**config.mk**
```make
export PLATFORM = sky130hd
export DESIGN_NAME = seq_shift_right_flat
export DESIGN_NICKNAME = d
export VERILOG_FILES = /design/src/rtl/seq_shift_right_if.sv /design/src/rtl/seq_shift_right.sv /design/src/flat_wrapper.sv
export SDC_FILE = /design/constraint.sdc
export NUM_CORES = 1
export LEC_CHECK = 0
export CORE_MARGIN = 1
export CORE_UTILIZATION = 50
export DETAILED_ROUTE_END_ITERATION = 12
export PLACE_DENSITY = 0.82
export SKIP_LAST_GASP = 1
export SLEW_MARGIN = 10
export SYNTH_ARGS = -nofsm -noshare
export SYNTH_HDL_FRONTEND = slang
export SYNTH_SLANG_ARGS = --single-unit
```
**constraint.sdc**
```tcl
create_clock -name clk -period 1.75 [get_ports clk]
set_input_delay 0.35 -clock clk [delete_from_list [all_inputs] [get_ports clk]]
set_output_delay 0.35 -clock clk [all_outputs]
set_load 0.005 [all_outputs]
```
**src/rtl/seq_shift_right_if.sv**
```systemverilog
// Request/response bundle for the multi-cycle right shifter.
// master: the launching controller; slave: the shifter itself.
interface seq_shift_right_if #(
   parameter int WIDTH   = 32,
   parameter int SHAMT_W = 5
);
   logic               start;
   logic [WIDTH-1:0]   in;
   logic [SHAMT_W-1:0] shamt;
   logic               arith;
   logic               busy;
   logic               done;
   logic [WIDTH-1:0]   out;

   modport master (output start, in, shamt, arith, input busy, done, out);
   modport slave  (input start, in, shamt, arith, output busy, done, out);
endinterface

```
**src/rtl/seq_shift_right.sv**
```systemverilog
// Multi-cycle right shifter (SRL/SRA/SRLV/SRAV, upper-halfword extract).
// Captures operand and amount, shifts one bit per cycle, then publishes the
// result with a one-cycle done pulse.
// Optional macro SEQ_SHIFT_RIGHT_FAST16_EN: take 16-bit strides while the
// remaining count is at least 16 (same results, shorter latency).
module seq_shift_right #(
   parameter int WIDTH   = 32,
   parameter int SHAMT_W = 5
) (
   input  logic              clk,
   input  logic              rst_n,
   seq_shift_right_if.slave  bus
);

   typedef enum logic {IDLE, SHIFT} state_t;

   state_t             state_q, state_d;
   logic [WIDTH-1:0]   sreg_q, sreg_d;
   logic [SHAMT_W-1:0] cnt_q, cnt_d;
   logic               fill_q, fill_d;
   logic               busy_q, busy_d;
   logic               done_q, done_d;
   logic [WIDTH-1:0]   out_q, out_d;

`ifdef SEQ_SHIFT_RIGHT_FAST16_EN
   // Count compared one bit wider so the stride constant always fits.
   localparam logic [SHAMT_W:0] STRIDE = (SHAMT_W+1)'(16);
   logic [WIDTH-1:0] fill_hi;
   // Mask of the top 16 bits, used to inject the fill on a stride.
   assign fill_hi = fill_q ? ~({WIDTH{1'b1}} >> 16) : '0;
`endif

   // Next-state: accept in IDLE, step or complete in SHIFT.
   always_comb begin
      state_d = state_q;
      sreg_d  = sreg_q;
      cnt_d   = cnt_q;
      fill_d  = fill_q;
      busy_d  = busy_q;
      done_d  = 1'b0;
      out_d   = out_q;
      case (state_q)
         IDLE: begin
            if (bus.start) begin
               sreg_d  = bus.in;
               cnt_d   = bus.shamt;
               fill_d  = bus.arith & bus.in[WIDTH-1];
               busy_d  = 1'b1;
               state_d = SHIFT;
            end
         end
         SHIFT: begin
            if (cnt_q == '0) begin
               out_d   = sreg_q;
               done_d  = 1'b1;
               busy_d  = 1'b0;
               state_d = IDLE;
            end else begin
`ifdef SEQ_SHIFT_RIGHT_FAST16_EN
               if ({1'b0, cnt_q} >= STRIDE) begin
                  sreg_d = (sreg_q >> 16) | fill_hi;
                  cnt_d  = SHAMT_W'({1'b0, cnt_q} - STRIDE);
               end else begin
                  sreg_d = {fill_q, sreg_q[WIDTH-1:1]};
                  cnt_d  = cnt_q - 1'b1;
               end
`else
               sreg_d = {fill_q, sreg_q[WIDTH-1:1]};
               cnt_d  = cnt_q - 1'b1;
`endif
            end
         end
         default: state_d = IDLE;
      endcase
   end

   // State registers; reset discards any in-flight request.
   always_ff @(posedge clk or negedge rst_n) begin
      if (!rst_n) begin
         state_q <= IDLE;
         sreg_q  <= '0;
         cnt_q   <= '0;
         fill_q  <= 1'b0;
         busy_q  <= 1'b0;
         done_q  <= 1'b0;
         out_q   <= '0;
      end else begin
         state_q <= state_d;
         sreg_q  <= sreg_d;
         cnt_q   <= cnt_d;
         fill_q  <= fill_d;
         busy_q  <= busy_d;
         done_q  <= done_d;
         out_q   <= out_d;
      end
   end

   assign bus.busy = busy_q;
   assign bus.done = done_q;
   assign bus.out  = out_q;

endmodule

```
**src/flat_wrapper.sv**
```systemverilog
// flat-port wrapper written by rule: the top's interface ports become plain ports
module seq_shift_right_flat 
#(
   parameter int WIDTH   = 32,
   parameter int SHAMT_W = 5
)
  (clk, rst_n, bus_start, bus_in, bus_shamt, bus_arith, bus_busy, bus_done, bus_out);
  seq_shift_right_if #(.WIDTH(WIDTH), .SHAMT_W(SHAMT_W)) bus_i ();
  input  logic clk;
  input  logic rst_n;
  input wire logic [$bits(bus_i.start)-1:0] bus_start;
  input wire logic [$bits(bus_i.in)-1:0] bus_in;
  input wire logic [$bits(bus_i.shamt)-1:0] bus_shamt;
  input wire logic [$bits(bus_i.arith)-1:0] bus_arith;
  output wire logic [$bits(bus_i.busy)-1:0] bus_busy;
  output wire logic [$bits(bus_i.done)-1:0] bus_done;
  output wire logic [$bits(bus_i.out)-1:0] bus_out;
  assign bus_i.start = bus_start;
  assign bus_i.in = bus_in;
  assign bus_i.shamt = bus_shamt;
  assign bus_i.arith = bus_arith;
  assign bus_busy = bus_i.busy;
  assign bus_done = bus_i.done;
  assign bus_out = bus_i.out;
  seq_shift_right #(.WIDTH(WIDTH), .SHAMT_W(SHAMT_W)) u_core (.clk(clk), .rst_n(rst_n), .bus(bus_i));
endmodule
```
=== Yosys cells after proc, flatten, opt, wreduce, memory -nomap -nowiden ===
Index checks and enable logic that the tools add are counted.

* Reductions and logical operators: 5
* Add/sub/neg operators: 1
* Divide/modulo/power cells: 0
* Multipliers: 0
* Bitwise operators: 2
* Equal/unequal tests: 3
* Multiplexer cells: 14
* Shift-type cells: 0
* Order comparisons: 0

{| class="wikitable"
|+ Operators with widths
! cell !! count
|-
| two-way mux 32 bit || 2
|-
| one-hot mux 32 bit (2 select lines) || 1
|-
| two-way mux 5 bit || 2
|-
| one-hot mux 5 bit (2 select lines) || 1
|-
| AND reduction 2 bit || 4
|-
| two-way mux 1 bit || 6
|-
| != test 2 bit, second input constant || 3
|-
| logical NOT 5 bit || 1
|-
| subtractor 5 x 1 -> 5 bit, second input constant || 1
|-
| one-hot mux 1 bit (2 select lines) || 2
|-
| AND 1 bit || 1
|-
| inverter 1 bit || 1
|}

* Input bits: 41
* Latch bits: 0
* RAM bits: 0
* Memories: 0
* Output and inout port bits: 34
* Bits in registers: 73
* ROM bits: 0

=== Logic depth before layout (Yosys ltp) ===
Gate-level depths: netlist (run 1).

* Word-level depth: 3
* Depth in mapped cells: 7

=== Least setup slack after synthesis (run 1) ===
OpenSTA, ideal clock, no wires.

* Path kind: register to register
* Start: register u_core.cnt_q[0]
* End: register u_core.sreg_q[10]
* Library setup time: 129 ps
* Path slack: 156 ps
* Period minus slack after synthesis: 1594 ps
* Path buffers: 2
* Cell stages (with the launch flop): 8
* Data arrival time: 1465 ps
* Cells stage by stage: dfrtp_1 inv_1 ha_1 or4b_1 buf_2 buf_6 nand3_1 nand3_1

* Longest elaborated chain between the ends: 3

{| class="wikitable"
|+ RTL lines
! item !! RTL line !! source
|-
| from (decl) || seq_shift_right.sv:19 || <nowiki>logic [SHAMT_W-1:0] cnt_q, cnt_d;</nowiki>
|-
| from (signal assigned) || seq_shift_right.sv:90 || <nowiki>cnt_q <= cnt_d;</nowiki>
|-
| logical NOT 5 bit || seq_shift_right.sv:53 || <nowiki>if (cnt_q == '0) begin</nowiki>
|-
| != test 2 bit (no source line) || - ||
|-
| AND reduction 2 bit (no source line) || - ||
|-
| to (signal assigned) || seq_shift_right.sv:89 || <nowiki>sreg_q <= sreg_d;</nowiki>
|-
| to (decl) || seq_shift_right.sv:18 || <nowiki>logic [WIDTH-1:0] sreg_q, sreg_d;</nowiki>
|}

No other way between the ends.
A chain may end at the register's enable or synchronous reset.

=== Worst setup path in the final report (run 1) ===
* Start: register u_core.cnt_q[1]
* End: register u_core.cnt_q[0]

* Longest elaborated chain between the ends: 3

{| class="wikitable"
|+ RTL lines
! item !! RTL line
|-
| logical NOT 5 bit || seq_shift_right.sv:53
|-
| != test 2 bit (no source line) || -
|-
| AND reduction 2 bit (no source line) || -
|}

No other way between the ends.

==> impl_metrics.py, run 1 <==
metrics = {
    "grt": {
        "grt_pass1_vias": 2658,
        "grt_start_max_net_pins": 39,
        "grt_overflow": 0,
        "antenna_found_initial": 0,
        "grt_first_pass_wirelength_um": 12700,
        "grtUsageTotal_pct": 25.5,
    },
    "final_layout": {
        "final_cell_mix": "98 x nand3_1, 73 x clkdlybuf4s50_1, 72 x dfrtp_1, 34 x inv_1, 32 x a22oi_1",
        "antennaDiodeCount": 0,
        "fill_cells": 446,
        "multi_input_area_um2": 1120,
        "nets": 445,
        "final_common_cell": "nand3_1",
        "drive_gt1_share_pct": 10.8,
        "synthToLayoutAreaGrowth_pct": 33.9,
        "seq_area_um2": 1830,
    },
    "clock_network": {
        "cts.sinks": 73,
        "cts_tree": "yes",
        "clkTransAtPathRegs_ns": 0.09,
        "cts-root-buf": "clkbuf_8",
        "clockBufferDepth": 2,
        "cts_htree_levels": 3,
        "cts_buffers": 9,
        "clock_latency_ns": 0.35,
    },
    "floorplan": {
        "die_y_um": 82.2,
        "ios": 75,
        "initial_core_util_pct": 53.1,
        "die_w_um": 82.2,
        "rows": 28,
        "dieArea_um2": 6760,
        "coreArea_um2": 6060,
    },
    "routing": {
        "ant_nets": 0,
        "drt_iter0_drc": 300,
        "via_per_inst": 5.83,
        "wl_per_cell_um": 16.1,
        "drt_first_pass_iters": 5,
        "vias": 2814,
        "routed_wl_um": 7780,
        "drcViolationCount": 0,
    },
    "pwr": {
        "power.leakage_nw": 1.91,
        "ir_drop_mv": 0.911,
        "power.density_nw_per_um2": 1630,
    },
    "sta": {
        "slew_headroom_pct": 77.8,
        "final.period_utilization_pct": 95.6,
        "rsz0062_at_grt": "no",
        "tns_ns": 0,
        "worst_slew_pin_slew_ns": 0.333,
        "finalHoldViolCount": 0,
        "finClkSkew_ns": 0.0114,
        "finalCriticalPeriod_ns": 1.67,
        "worst_hold_slack_ns": 0.441,
        "slew_viol_final": 0,
        "report.final.setup_viol": 0,
        "max_freq_ghz": 0.598,
    },
    "synthesis": {
        "yosysSeqAreaShare_pct": 56.8,
        "synth_warnings": 0,
        "synth.avg_cell_area_um2": 9.77,
        "synth_async_sr_flop_share_pct": 100,
        "synth_flop_cell": "dfrtp_1",
        "netlist_area_um2": 3220,
        "synth-seq-cells": 73,
        "synth_cells": 329,
        "ys_types": 31,
        "synth_nets": 371,
        "synth_edf_count": 0,
    },
    "setup_path": {
        "critPathMaxFanout": 20,
        "required_ns": 2.04,
        "rr_startpoint": "u_core.cnt_q[1]",
        "startpoint": "u_core.cnt_q[1]",
        "endpoint_kind": "register",
        "arrival_ns": 1.96,
        "cp-start-kind": "register",
        "crit_type": "register to register",
    },
    "placement": {
        "portBuffers": 74,
        "gp_congestion": 0.828,
        "hpwl_um": 5210,
    },
    "min_path": {
        "hp-class": "input pin to asynchronous set/reset pin",
    },
    "outcome": {
        "status": "finished, final reports clean",
    },
    "run": {
        "cap_violations": 0,
    },
}
## Yosys cell counts, types with 2 or more instances
library cell	count	area share (%)
nand3_1	98	15
o21ai_0	6	0.93
buf_2	8	1.2
nor2_1	3	0.35
nand2_1	5	0.58
inv_1	35	4.1
o21ai_1	28	4.4
a31oi_1	2	0.39
a22oi_1	32	7.5
nor2b_1	2	0.39
buf_1	6	0.70
buf_4	3	0.70
clkbuf_1	9	1.1
dfrtp_1	73	57
buf_6	3	1.1
## sequential cells by signal, summed over array words and instances (netlist names)
name             flops
u_core.bus.busy      1
u_core.bus.done      1
u_core.bus.out      32
u_core.cnt_q         5
u_core.fill_q        1
u_core.sreg_q       32
u_core.state_q       1
## repair_timing
| item | in CTS | in global routing |
|---|---|---|
| resized for setup | 0 | 9 |
| setup endpoints to repair | 0 | 65 |
| setup buffers | 0 | 2 |
| hold endpoints to repair | 22 | 0 |
| hold buffers | 1 | 0 |
## stage by stage
stage | util, % | area [µm²] | total power [mW] | std cells | setup slack, ns
floorplan | - | 3220 | 4.46 | 329 | 0.156
global placement | 67.1 | 4060 | 5.58 | 464 | 0.0312
detailed placement | 67.1 | 4060 | 5.71 | 464 | 0.0149
CTS | 70.3 | 4260 | 6.97 | 481 | 0.00102
global route | 71.0 | 4310 | 7.52 | 483 | 0.00848
finish | 71.0 | 4310 | 7.01 | 483 | 0.0764
## worst max-delay path: stages (launching register included)
cell and delay (ns):
dfrtp_1 0.42, inv_2 0.07, ha_2 0.19, or4b_4 0.51
buf_12 0.18, nand3_1 0.08, o221a_2 0.16
## layer usage
layer	track usage [%]	wire length, µm	vias to the layer above
li1	-	-	1315
met1	33.2	3370	1358
met2	41.2	3790	125
met3	4.95	438	16
met4	11.9	179	0
met5	0	0	-
## final cells by class
type                            instances  share of cell area (%)
Clock buffer                           10                    3.20
Clock inverter                          6                    1.16
Inverter                               35                    3.05
Multi-Input combinational cell        192                    26.0
Sequential cell                        73                    42.5
Tap cell                               75                    2.18
Timing Repair Buffer                   92                    22.0
## worst paths after layout
path                                      end  slack (ns)  depth (start not counted)
setup / recovery              u_core.cnt_q[0]        0.08                          6
hold / removal             u_core.bus.out[29]        0.44                          2
setup reg to reg              u_core.cnt_q[0]        0.08                          6
hold reg to reg                 u_core.fill_q        0.51                          2
max in group asynchronous  u_core.bus.out[31]        0.74                          3
min in group clk                u_core.fill_q        0.51                          2
## report_power, final
group          switching, mW  internal, mW
Combinational           1.35          1.50
Sequential             0.544          2.38
Clock                  0.675         0.571
## logic make-up (layout without fill, tap and decap cells)
logic type | Yosys count | count (layout) | synth area share [%]
DFF | 73 | 73 | 56.8
adders and majority gates | 1 | 1 | 0.389
and+or+nand+nor | 114 | 114 | 18.4
AOI/OAI and AO/OA | 75 | 75 | 14.9
buffers and inverters | 64 | 143 | 8.83
muxes | 2 | 2 | 0.661
Power figures use the tool's default switching activity.
==> inputs of run 2 (changes only) <==
SLEW_MARGIN = 0   (was 10)
==> results of run 2 <==
Final layout, timing and power as in run 1 (identical DEF).
==> inputs of run 3 (changes only) <==
CORE_UTILIZATION = 52   (was 50)
CTS_BUF_LIST = sky130_fd_sc_hd__clkbuf_4   (was unset)
PLACE_DENSITY = 0.85   (was 0.82)
==> run 3 against run 2 <==
Net effect:
- final cell count is 1.7% higher
- sequential share of layout area shrank 0.43 points
- non-clock buffer count is 8 higher
- fmax is 0.98% lower
- combinational power grew 4%
- cell area rose by 1.0%
- first-iteration DRC count rose by 7.0%
- clock power grew 8%
- global-route usage rose by 2.2 points
- critical endpoint unchanged
==> impl_metrics.py, run 3 (same netlist as run 1, synthesis figures left out) <==
metrics = {
    "routing": {
        "routed_wl_um": 8340,
        "wl_per_cell_um": 17.0,
        "drcViolationCount": 0,
        "via_per_inst": 5.94,
        "drt_first_pass_iters": 7,
        "drt_iter0_drc": 321,
        "ant_nets": 0,
        "vias": 2918,
    },
    "sta": {
        "slew_viol_final": 0,
        "rsz0062_at_grt": "yes",
        "final.period_utilization_pct": 96.6,
        "tns_ns": 0,
        "report.final.setup_viol": 0,
        "worst_slew_pin_slew_ns": 0.343,
        "finClkSkew_ns": 0.0219,
        "finalCriticalPeriod_ns": 1.69,
        "worst_hold_slack_ns": 0.324,
        "slew_headroom_pct": 77.1,
        "finalHoldViolCount": 0,
        "max_freq_ghz": 0.592,
    },
    "grt": {
        "grt_overflow": 0,
        "grt_start_max_net_pins": 38,
        "antenna_found_initial": 0,
        "grtUsageTotal_pct": 27.7,
        "grt_first_pass_wirelength_um": 13300,
        "grt_pass1_vias": 2810,
    },
    "setup_path": {
        "arrival_ns": 2.05,
        "cp-start-kind": "register",
        "endpoint_kind": "register",
        "reg2reg_depth": 6,
        "critPathMaxFanout": 11,
        "crit_type": "register to register",
        "required_ns": 2.11,
    },
    "floorplan": {
        "die_y_um": 80.6,
        "initial_core_util_pct": 54.0,
        "coreArea_um2": 5960,
        "die_w_um": 80.6,
        "rows": 28,
        "ios": 75,
        "dieArea_um2": 6500,
    },
    "final_layout": {
        "synthToLayoutAreaGrowth_pct": 35.3,
        "finalInstanceArea_um2": 4350,
        "drive_gt1_share_pct": 12.0,
        "fin_util_pct": 73.0,
        "final_cell_count_no_fill": 491,
        "nets": 453,
        "antennaDiodeCount": 0,
        "fill_cells": 445,
        "final_cell_mix": "98 x nand3_1, 73 x clkdlybuf4s50_1, 72 x dfrtp_1, 34 x inv_1, 32 x a22oi_1",
        "final_common_cell": "nand3_1",
    },
    "placement": {
        "gp_congestion": 0.840,
        "portBuffers": 74,
        "dpl.cell_count": 472,
        "hpwl_um": 5630,
        "placement.cell_area_um2": 4120,
    },
    "clock_network": {
        "clock_latency_ns": 0.43,
        "clockBufferDepth": 2,
        "cts_htree_levels": 3,
        "cts_tree": "yes",
        "cts_buffers": 9,
        "cts.sinks": 73,
        "clkTransAtPathRegs_ns": 0.13,
        "cts-root-buf": "clkbuf_4",
    },
    "pwr": {
        "power.density_nw_per_um2": 1660,
        "power.leakage_nw": 1.95,
        "ir_drop_mv": 0.946,
    },
    "min_path": {
        "hp-class": "input pin to asynchronous set/reset pin",
    },
    "run": {
        "cap_violations": 0,
    },
    "outcome": {
        "status": "finished, final reports clean",
    },
}
==> run 3: area by class of cell <==
cell class	instances	area [µm²]	area share (%)
Sequential cell	73	1830	42.0
Inverter	35	131	3.02
Clock buffer	9	67.6	1.55
Timing Repair Buffer	100	993	22.8
Multi-Input combinational cell	192	1120	25.7
Tap cell	75	93.8	2.16
Clock inverter	7	119	2.73
==> run 3: metrics by stage <==
stage / power [mW] / worst slack [ns]
detailed placement: 5.81 / 0.0220
floorplan: 4.46 / 0.156
global route: 7.69 / -0.0387
finish: 7.24 / 0.0599
CTS: 7.19 / 0.0131
global placement: 5.64 / 0.0721
==> run 3: per-layer routing <==
metal / global-route usage (%) / wire length [µm] / vias to the layer above
li1: - / - / 1333
met1: 35.6 / 3510 / 1428
met2: 44.2 / 4100 / 133
met3: 5.57 / 505 / 24
met4: 14.5 / 226 / 0
met5: 0 / 0 / -
==> run 3: worst max-delay path: stages (launching register included) <==
cell and delay [ns]:
dfrtp_1 0.42, inv_2 0.09, ha_2 0.19, or4b_4 0.52, buf_6 0.17, nand3_1 0.08, o221a_2 0.17
==> run 3: report_power, final <==
| group | switching (mW) | internal [mW] |
|---|---|---|
| clock network | 0.631 | 0.723 |
| logic | 1.41 | 1.55 |
| registers | 0.552 | 2.38 |
| total | 2.59 | 4.65 |
==> run 3: final timing paths <==
path / from / slack, ns / end
min: rst_n / 0.32 / u_core.sreg_q[30]
min reg2reg: u_core.bus.out[16] / 0.53 / u_core.bus.out[16]
max in group asynchronous: rst_n / 0.89 / u_core.sreg_q[6]
max reg2reg: u_core.cnt_q[1] / 0.06 / u_core.cnt_q[0]
min in group clk: bus_arith / 0.52 / u_core.fill_q
max: u_core.cnt_q[1] / 0.06 / u_core.cnt_q[0]
==> run 3: timing repair <==
item / 4_1_cts / 5_1_grt
gates resized for setup: 1 / 4
buffers inserted: 0 / 2
setup endpoints to repair: 21 / 62
hold buffers: 1 / 0
endpoints found under the hold margin: 16 / 0
==> RTL change (flow settings as in run 3) <==
`SHAMT_W` is set to 5 in 3 places; all go to 4.
--- a/src/rtl/seq_shift_right_if.sv
+++ b/src/rtl/seq_shift_right_if.sv
@@ -4,3 +4,3 @@
    parameter int WIDTH   = 32,
-   parameter int SHAMT_W = 5
+   parameter int SHAMT_W = 4
 );
--- a/src/rtl/seq_shift_right.sv
+++ b/src/rtl/seq_shift_right.sv
@@ -7,3 +7,3 @@
    parameter int WIDTH   = 32,
-   parameter int SHAMT_W = 5
+   parameter int SHAMT_W = 4
 ) (
--- a/src/flat_wrapper.sv
+++ b/src/flat_wrapper.sv
@@ -4,3 +4,3 @@
    parameter int WIDTH   = 32,
-   parameter int SHAMT_W = 5
+   parameter int SHAMT_W = 4
 )
Ports: changed (resized bus_shamt); port bits go from 75 to 74. The function was not compared with the original's and may differ.
==> RTL change against run 3 <==
  * Non-clock buffer count down 15
  * Utilization down 3.1 points
  * Area after synthesis up 6.2%
  * First-iteration DRC count down 77%
  * Setup slack worse by 0.010 ns
  * Cell area up 2.2%
  * Routed wire length down 26%
  * Final cell count down 23%
  * Total power up 20%
  * Sequential cell count down 1
  * Combinational power up 44%
  * Critical path type unchanged
  * Largest power group unchanged
==> RTL change: results (changes against run 3) <==
* DR vias/cell at 5.22 (-12%)
* Pre-CTS WS at -0.0788 ns (-0.101 ns)
* Drt total wl at 6190 um (-26%)
* Synth Area per Inst at 16.3 um^2 (+66%)
* Placed Cells at 359 (-24%)
* Reg2Reg Launch Point: u_core.cnt_q[0]
* GPL Wtd Cong at 0.774 (-7.9%)
* Largest net degree at the start of global routing at 33 (-13%)
* Highest metal used: met4
* Met2 routed WL at 2930 um (-28%)
* Mux cell area share after synthesis at 37.8% (+37 points)
* Total Routing Usage GR at 19.5% (-8.2 points)
* CP Max Fanout at 25 (+14)
* Rel. slew slack at 72.9% (-4.3 points)
* Leakage at 2.05 nW (+5.0%)
* GR Layer Usage met2 at 29.1% (-15 points)
* GR Layer Usage met1 at 26.5% (-9.0 points)
* Max IR drop VDD at 1.35 mV (+43%)
* Ys async rst share at 100% (unchanged)
* First-pass GRT wire length at 10,300 um (-23%)
* Worst skew pair latency at 0.41 ns (-0.02 ns)
* Router iterations before antenna repair at 6 (-1)
* Nets at 335 (-26%)
* Max incr delay on CP at 0.40 ns (-0.12 ns)
* Internal power at 6.24 mW (+34%)
* Met3 Use GR at 7.16% (+1.6 points)
* PortBufs at 73 (-1.4%)
* DP HPWL at 4240 um (-25%)
* Syn_nets at 251 (-32%)
* Status: finished clean
* Vias at 1,964 (-33%)
* Cell variety after synth at 25 (-19%)
* Share of layout cells above drive strength 1 at 41.8% (+30 points)
* Clock transition at path regs at 0.11 ns (-0.02 ns)
* FF-to-FF path depth at 5 (-1)
* Worst Skew at 0.00754 ns (-0.0144 ns)
* Cell family with most CP delay: flip-flops
* Met3 WL post-DR at 298 um (-41%)
* Synth top area cells: dfrtp_1 53%, mux2_4 23%, mux2_2 14%, buf_6 1.6%, buf_12 1.2%
* Synth Area in Adders at 0.366% (-0.023 points)
* Dpl cell area at 0.00426 mm^2 (+3.2%)
* Initial DRC Count at 74 (-77%)
* Fillcell total at 412 (-7.4%)
* Register area share after synthesis at 52.8% (-4.0 points)
* Hold slack at 0.396 ns (+0.0725 ns)
* Commonest cells post-synth: 72 x dfrtp_1, 53 x mux2_4, 43 x mux2_2
* DRT met1 WL at 2880 um (-18%)
* RR Endpoint: u_core.bus.out[8]
* Worst path slowest cell: dfrtp_1
* Compound-Gate Fraction of Synth Area at 1.98% (-13 points)
* Post-synthesis xor/xnor area fraction at 0.257% (+0.26 points)
[RTL change: cell count changes after synthesis, moves of 3 or more]
cell / before / now
nand3_1: 98 / 0
mux2_4: 0 / 53
mux2_2: 1 / 43
a22oi_1: 32 / 0
inv_1: 35 / 4
o21ai_1: 28 / 0
clkbuf_1: 9 / 1
buf_1: 6 / 0
buf_2: 8 / 3
buf_4: 3 / 0
[RTL change: repair_timing]
| item | CTS | global route |
|---|---|---|
| gates resized for setup | 0 | 0 |
| endpoints found under the setup margin | 0 | 6 |
| hold buffers | 1 | 0 |
| endpoints found under the hold margin | 30 | 0 |
[RTL change: logic make-up after synthesis]
kind of cell | after synthesis
mux | 97
compound gates | 11
fa+ha+maj | 1
buf+inv | 16
flops | 72
simple gates | 12
xor+xnor | 1
[RTL change: cell type report]
type	instances	area [um^2]	share of cell area, %
inverters	4	15.0	0.338
well taps	77	96.3	2.17
flip-flops and latches	72	1800	40.6
clock buffers	9	67.6	1.52
clock inverters	7	110	2.48
multi-input cells	122	1470	33.0
repair buffers	85	883	19.9
[RTL change: worst max-delay path by stage]
stage                    startpoint            endpoint  slack [ns]  cells after the start
global placement          bus_start   u_core.sreg_q[31]       -0.04                      6
detailed placement        bus_start   u_core.sreg_q[31]       -0.08                      6
finish              u_core.cnt_q[0]   u_core.bus.out[8]        0.05                      5
floorplan           u_core.cnt_q[0]  u_core.bus.out[10]        0.14                      6
global route        u_core.cnt_q[0]  u_core.bus.out[31]       -0.02                      5
CTS                 u_core.cnt_q[0]  u_core.bus.out[31]        0.04                      5
[RTL change: power by group through the flow]
stage	combinational, mW	clock, mW	sequential (mW)
after floorplan	3.06	0	2.98
after global placement	4.16	0	3.11
after detailed placement	4.29	0	3.13
after CTS	4.31	1.32	3.11
after global routing	4.54	1.39	3.22
final	4.26	1.29	3.11
